$ cat config.mk
export PLATFORM = sky130hd
export DESIGN_NAME = array_ctrl
export DESIGN_NICKNAME = d
export VERILOG_FILES = /design/src/rtl/array_ctrl.sv
export SDC_FILE = /design/constraint.sdc
export NUM_CORES = 1
export LEC_CHECK = 0
export CORE_MARGIN = 3
export CORE_UTILIZATION = 40
export DETAILED_ROUTE_END_ITERATION = 7
export PLACE_DENSITY = 0.85
export SLEW_MARGIN = 20
export SYNTH_ARGS = -nofsm -noshare
export SYNTH_HDL_FRONTEND = slang
export SYNTH_SLANG_ARGS = --single-unit
$ cat constraint.sdc
create_clock -name clock -period 2.8 [get_ports clock]
set_clock_uncertainty 0.15 [all_clocks]
set_input_delay 0.28 -clock clock [delete_from_list [all_inputs] [get_ports clock]]
set_output_delay 0.28 -clock clock [all_outputs]
set_load 0.02 [all_outputs]
$ cat src/rtl/array_ctrl.sv
`default_nettype none
// ============================================================================
// Module   : array_ctrl
// Purpose  : Flow controller for an externally built ROWS x COLS systolic
//            array. Tracks which array rows hold live beats with a shadow
//            valid shift register, drives the array enable/reset/set strobes,
//            inserts bubbles when no beat is offered, and presents the array
//            bottom row as a valid/ready downstream stream. Also executes
//            clear/preset commands and a level-sensitive flush.
// Revision : 1.0 - initial release
// ----------------------------------------------------------------------------
// Parameters
//   ROWS  array depth (stages per column)
//   COLS  array width (columns)
//   CW    delivered-beat counter width
// Ports
//   clock, reset            rising-edge clock, synchronous active-high reset
//   in_valid/in_ready       upstream handshake
//   in_a, in_b              in-path / ou-path column data
//   clr_req, set_req        array clear / ou-path preset requests
//   flush                   level: drain the array with bubbles
//   cmd_ack, flush_done     one-cycle completion pulses
//   arr_enable              array shift enable
//   arr_reset, arr_set      array clear / ou-path preset strobes
//   arr_in, arr_ou          data into the array top row
//   arr_bot_in, arr_bot_ou  data out of the array bottom row
//   out_valid/out_ready     downstream handshake
//   out_a, out_b            downstream data (bottom row, combinational)
//   beat_cnt                beats delivered downstream (wraps)
//   occupancy               live beats currently inside the array
// ============================================================================
module array_ctrl #(
  parameter int ROWS = 5,
  parameter int COLS = 5,
  parameter int CW   = 16
) (
  input  logic                        clock,
  input  logic                        reset,
  // upstream
  input  logic                        in_valid,
  output logic                        in_ready,
  input  logic [COLS-1:0]             in_a,
  input  logic [COLS-1:0]             in_b,
  // commands
  input  logic                        clr_req,
  input  logic                        set_req,
  input  logic                        flush,
  output logic                        cmd_ack,
  output logic                        flush_done,
  // array side
  output logic                        arr_enable,
  output logic                        arr_reset,
  output logic                        arr_set,
  output logic [COLS-1:0]             arr_in,
  output logic [COLS-1:0]             arr_ou,
  input  logic [COLS-1:0]             arr_bot_in,
  input  logic [COLS-1:0]             arr_bot_ou,
  // downstream
  output logic                        out_valid,
  input  logic                        out_ready,
  output logic [COLS-1:0]             out_a,
  output logic [COLS-1:0]             out_b,
  output logic [CW-1:0]               beat_cnt,
  output logic [$clog2(ROWS+1)-1:0]   occupancy
);

  localparam int OW = $clog2(ROWS+1);

  typedef enum logic [1:0] {
    RUN        = 2'd0,
    CLR        = 2'd1,
    SET        = 2'd2,
    FLUSH_WAIT = 2'd3
  } state_t;

  // --------------------------------------------------------------------------
  // State
  // --------------------------------------------------------------------------
  state_t          r_state;
  logic [ROWS:1]   r_vld;          // r_vld[ROWS] mirrors the array bottom row
  logic [OW-1:0]   r_occ;
  logic [CW-1:0]   r_beat_cnt;
  logic            r_cmd_ack;
  logic            r_arr_set;
  logic            r_arr_clr;
  logic            r_flush_done;

  // --------------------------------------------------------------------------
  // Combinational flow control
  // --------------------------------------------------------------------------
  logic            w_run;
  logic            w_room;
  logic            w_any_vld;
  logic            w_adv;
  logic            w_accept;
  logic            w_pop;
  logic [OW-1:0]   w_occ_next;
  logic [ROWS:1]   w_vld_shifted;

  assign w_run     = (r_state == RUN);
  // The bottom row is free if it is empty or is being taken this cycle.
  assign w_room    = !r_vld[ROWS] || out_ready;
  assign w_any_vld = |r_vld;
  // Only shift when something could move; an idle empty array stays put.
  assign w_adv     = w_room && w_run && (in_valid || flush || w_any_vld);

  assign in_ready  = w_run && !flush && w_room;
  assign w_accept  = in_valid && in_ready;

  // out_valid is qualified with RUN: in CLR/SET the array is frozen, so a
  // handshake there would deliver the bottom beat without retiring it.
  assign out_valid = r_vld[ROWS] && w_run;
  assign w_pop     = out_valid && out_ready;
  assign out_a     = arr_bot_in;
  assign out_b     = arr_bot_ou;

  // Bubbles are driven as zeros so that idle slots carry no stale data.
  assign arr_in     = w_accept ? in_a : '0;
  assign arr_ou     = w_accept ? in_b : '0;
  assign arr_enable = w_adv;

  // The array ou-path has no reset of its own, so it follows the controller
  // reset as well as the CLR command.
  assign arr_reset  = reset || r_arr_clr;
  assign arr_set    = r_arr_set;
  assign cmd_ack    = r_cmd_ack;
  assign flush_done = r_flush_done;
  assign beat_cnt   = r_beat_cnt;
  assign occupancy  = r_occ;

  always_comb begin
    w_occ_next = r_occ;
    case ({w_accept, w_pop})
      2'b10:   w_occ_next = r_occ + OW'(1);
      2'b01:   w_occ_next = r_occ - OW'(1);
      default: w_occ_next = r_occ;
    endcase
  end

  // Shadow register shift: the new top entry is the accept flag, so bubbles
  // enter as 0 and can never reach the bottom as a valid beat.
  generate
    if (ROWS == 1) begin : g_shift_single
      assign w_vld_shifted = w_accept;
    end else begin : g_shift_multi
      assign w_vld_shifted = {r_vld[ROWS-1:1], w_accept};
    end
  endgenerate

  // --------------------------------------------------------------------------
  // Controller FSM with registered command outputs
  // --------------------------------------------------------------------------
  always_ff @(posedge clock) begin
    if (reset) begin
      r_state      <= RUN;
      r_vld        <= '0;
      r_occ        <= '0;
      r_beat_cnt   <= '0;
      r_cmd_ack    <= 1'b0;
      r_arr_set    <= 1'b0;
      r_arr_clr    <= 1'b0;
      r_flush_done <= 1'b0;
    end else begin
      r_cmd_ack    <= 1'b0;
      r_arr_set    <= 1'b0;
      r_arr_clr    <= 1'b0;
      r_flush_done <= 1'b0;

      // Not cleared by CLR: it counts deliveries over the whole session.
      if (w_pop) begin
        r_beat_cnt <= r_beat_cnt + CW'(1);
      end

      case (r_state)
        RUN: begin
          if (w_adv) begin
            r_vld <= w_vld_shifted;
          end
          r_occ <= w_occ_next;
          // Commands have priority over flush; clear wins over preset.
          if (clr_req) begin
            r_state   <= CLR;
            r_arr_clr <= 1'b1;
            r_cmd_ack <= 1'b1;
          end else if (set_req) begin
            r_state   <= SET;
            r_arr_set <= 1'b1;
            r_cmd_ack <= 1'b1;
          end else if (flush && (w_occ_next == '0)) begin
            r_state      <= FLUSH_WAIT;
            r_flush_done <= 1'b1;
          end
        end

        CLR: begin
          r_vld   <= '0;
          r_occ   <= '0;
          r_state <= RUN;
        end

        SET: begin
          r_state <= RUN;
        end

        FLUSH_WAIT: begin
          if (!flush) begin
            r_state <= RUN;
          end
        end

        default: begin
          r_state <= RUN;
        end
      endcase
    end
  end

endmodule
`default_nettype wire

==> results of run 1 <==
==> synth_stat cells <==
master	instances	area, um^2
o21bai_1	1	7.510
nor3_1	4	20.02
and2_1	2	12.51
o211ai_1	1	7.510
a21oi_1	17	85.08
xnor2_1	4	35.03
nand3b_1	2	15.01
nor2b_1	1	6.260
nand4_1	4	25.02
o31ai_1	6	45.04
or4_1	5	37.54
mux2i_1	4	40.04
xor2_1	4	35.03
o21ai_0	4	20.02
nand2_1	8	30.03
and3_1	12	75.07
nor4_1	4	25.02
ha_1	2	25.02
clkbuf_2	1	5.000
a211oi_1	1	7.510
or3_1	5	31.28
inv_2	1	3.750
or2b_1	1	7.510
dfxtp_1	30	600.6
a311oi_1	1	8.760
fa_1	1	20.02
a211oi_2	1	12.51
or2_2	4	25.02
nand4bb_4	1	27.53
inv_1	9	33.78
buf_4	10	75.07
clkbuf_1	6	22.52
nand2b_1	1	6.260
nor2_1	20	75.07
nand3_1	5	25.02
==> logic make-up after synthesis <==
| kind of cell | Yosys count | share of synthesized area, % |
|---|---|---|
| compound gates | 32 | 12.64 |
| xor+xnor | 8 | 4.567 |
| fa+ha+maj | 3 | 2.936 |
| buf+inv | 27 | 9.134 |
| flops | 30 | 39.15 |
| mux | 4 | 2.610 |
| simple gates | 79 | 28.96 |
==> layout by cell type, fill, tap and decap left out, types with 2 or more instances in the layout <==
cell type	n
nor3_1	4
and3_1	12
nand2_1	8
nor2_1	20
or2_2	4
mux2i_1	4
a21oi_1	17
clkdlybuf4s50_1	51
and2_1	2
o31ai_1	6
nor4_1	4
clkbuf_8	6
or4_1	5
inv_1	9
or3_1	5
xnor2_1	4
nand4_1	4
ha_1	2
nand3b_1	2
buf_4	6
xor2_1	4
dfxtp_1	30
o21ai_0	4
nand3_1	5
==> final timing paths <==
| path | to | slack, ns | cells past startpoint | from |
|---|---|---|---|---|
| worst max-delay path | arr_ou[0] | 0.10 | 5 | r_state[1] |
| worst min-delay path | beat_cnt[15] | 0.33 | 2 | beat_cnt[15] |
| worst max register to register | r_state[1] | 0.16 | 10 | r_state[1] |
| worst min register to register | beat_cnt[15] | 0.33 | 2 | beat_cnt[15] |
==> worst max-delay path, delay by kind of cell, from the launching register on <==
| kind | cells | cell delay [ns] |
|---|---|---|
| and+or+nand+nor | 3 | 0.78 |
| DFF | 1 | 0.39 |
| buffers and inverters | 2 | 0.82 |
==> metal layers <==
| metal | vias up | share of wire, % | global-route usage (%) |
|---|---|---|---|
| met5 | - | 0 | 0 |
| met4 | 0 | 1.7 | 7.692 |
| met3 | 8 | 6.9 | 5.911 |
| met2 | 58 | 47 | 26.84 |
| met1 | 679 | 44 | 20.82 |
| li1 | 732 | - | - |
==> registers in the layout, summed over array words and instances, names as in the netlist <==
name        cells
occupancy       3
beat_cnt       16
r_state         2
r_vld           5
r_arr_clr       1
flush_done      1
cmd_ack         1
arr_set         1
==> power by group through the flow <==
stage	Sequential (mW)	Clock, mW	Combinational (mW)
after floorplan	0.456	0	0.0980
after global placement	0.454	0	0.151
after detailed placement	0.454	0	0.153
after CTS	0.445	0.368	0.154
after global routing	0.446	0.386	0.164
final	0.446	0.358	0.154
==> area by class of cell <==
cell class	count	area share [%]
flip-flops and latches	30	27.96
repair buffers	58	26.44
clock inverters	1	0.2330
multi-input cells	126	36.92
inverters	10	1.747
clock buffers	7	4.019
well taps	46	2.679
==> metrics by stage <==
| stage | total power [mW] | utilization [%] | setup slack (ns) | hold slack (ns) | TNS (ns) |
|---|---|---|---|---|---|
| finish | 0.9577 | 61.02 | 0.1016 | 0.3315 | 0 |
| global route | 0.9968 | 61.02 | 0.005943 | 0.3634 | 0 |
| CTS | 0.9664 | 60.95 | 0.1025 | 0.3304 | 0 |
| detailed placement | 0.6074 | 58.35 | -0.06308 | 0.3196 | -0.1471 |
| global placement | 0.6050 | 58.35 | 0.05935 | 0.3131 | 0 |
| floorplan | 0.5542 | - | 0.3390 | 0.2021 | 0 |
==> what timing repair did <==
action                                  CTS  global route
endpoints found under the setup margin    0             1
gates resized for setup                   0             1
hold buffers                              0             0
==> results.json, run 1 <==
{
  "tightest_slew_ns": 0.3549,
  "pwr_density_cell_mw_per_mm2": 445.8,
  "stdcell_area_mm2": 0.002148,
  "clock_latency_ns": 0.28,
  "grt_setup_unrepaired": "false",
  "area_delta_synth_final_pct": 40.05,
  "post-cts-setup-buffer-count": 0,
  "routed-via-count": 1477,
  "cts_tree": "built",
  "ir_drop_v": 0.0002047,
  "diodes": 0,
  "routedWlPerCell_um": 13.17,
  "netlist_area_mm2": 0.001534,
  "cts_root_buffer": "clkbuf_8",
  "first_pass_iters": 4,
  "dpl.hpwl_um": 2658,
  "dieArea_mm2": 0.004614,
  "core_area_mm2": 0.003521,
  "synth_nets": 213,
  "syn_area_per_cell_um2": 8.382,
  "start_util_pct": 43.57,
  "grtUsageTotal_pct": 17.04,
  "overflow": 0,
  "max_slew_margin_pct": 76.12,
  "pwr-share-clk_pct": 37.4,
  "cts.path.max_buffers": 2,
  "antenna_found_initial": 0,
  "cts_made_buffers": 5,
  "multi_input_area_um2": 793.3,
  "switchingPower_uw": 245.1,
  "fin_crit_sh_pct": 96.37,
  "ys_ff_latch": 30,
  "pwr-share-seq_pct": 46.6,
  "grt_pass1_wl_um": 5885,
  "grt_max_degree": 25,
  "cap_viol_max_count": 0,
  "switching_share_pct": 25.59,
  "final_cells": 278,
  "grt_pass1_vias": 1319,
  "hp-class": "register to register",
  "clk_pin_slew_ns": 0.06,
  "ant_nets": 0,
  "fp.dieH_um": 67.93,
  "fp.dieW_um": 67.93,
  "worstPathMaxFanout": 11,
  "period_minus_slack_ns": 2.698,
  "timing.fmax_mhz": 370.6,
  "nets": 261,
  "worstSetupStartpointType": "register",
  "cts_htree_levels": 2,
  "drive_above_1_share_pct": 8.621,
  "netlist_instances": 183,
  "io_pins": 73,
  "hold_violations": 0,
  "port_buffers": 52,
  "setup_viol": 0,
  "drc": 0,
  "required_ns": 2.37,
  "drtIter0Drc": 89,
  "power.internal_uw": 712.5,
  "gp_congestion": 0.8587,
  "ys_seq_area_share_pct": 39.15,
  "yosys_warnings": 0,
  "viasPerCell": 5.313,
  "total_leakage_power_nw": 0.7985,
  "cts.sinks": 30,
  "worstSetupEndpointType": "output port",
  "outcome": "completed",
  "placed_cells": 270,
  "cp.arrival_ns": 2.27,
  "routed_wl_um": 3661,
  "synth.distinct_cells": 35,
  "critPathKind": "register to output port",
  "place_area_mm2": 0.002054,
  "seq_area_um2": 600.6,
  "fp-row-count": 21,
  "cpMaxStageDelayCell": "clkdlybuf4s50_1",
  "slowest_delay_ns": 0.61,
  "slew_violations": 0,
  "path_cells": "or2_2 > nor3_1 > buf_4 > and3_1 > clkdlybuf4s50_1",
  "final.fill_count": 324,
  "power_frac_comb_pct": 16.0
}
No activity file was read; power rests on OpenSTA's default activity.
==> inputs of run 2 (changes only) <==
SKIP_CTS_REPAIR_TIMING = 1   (was not set)
==> results of run 2 <==
No change in the layout: final DEF, timing and power equal those of run 1.
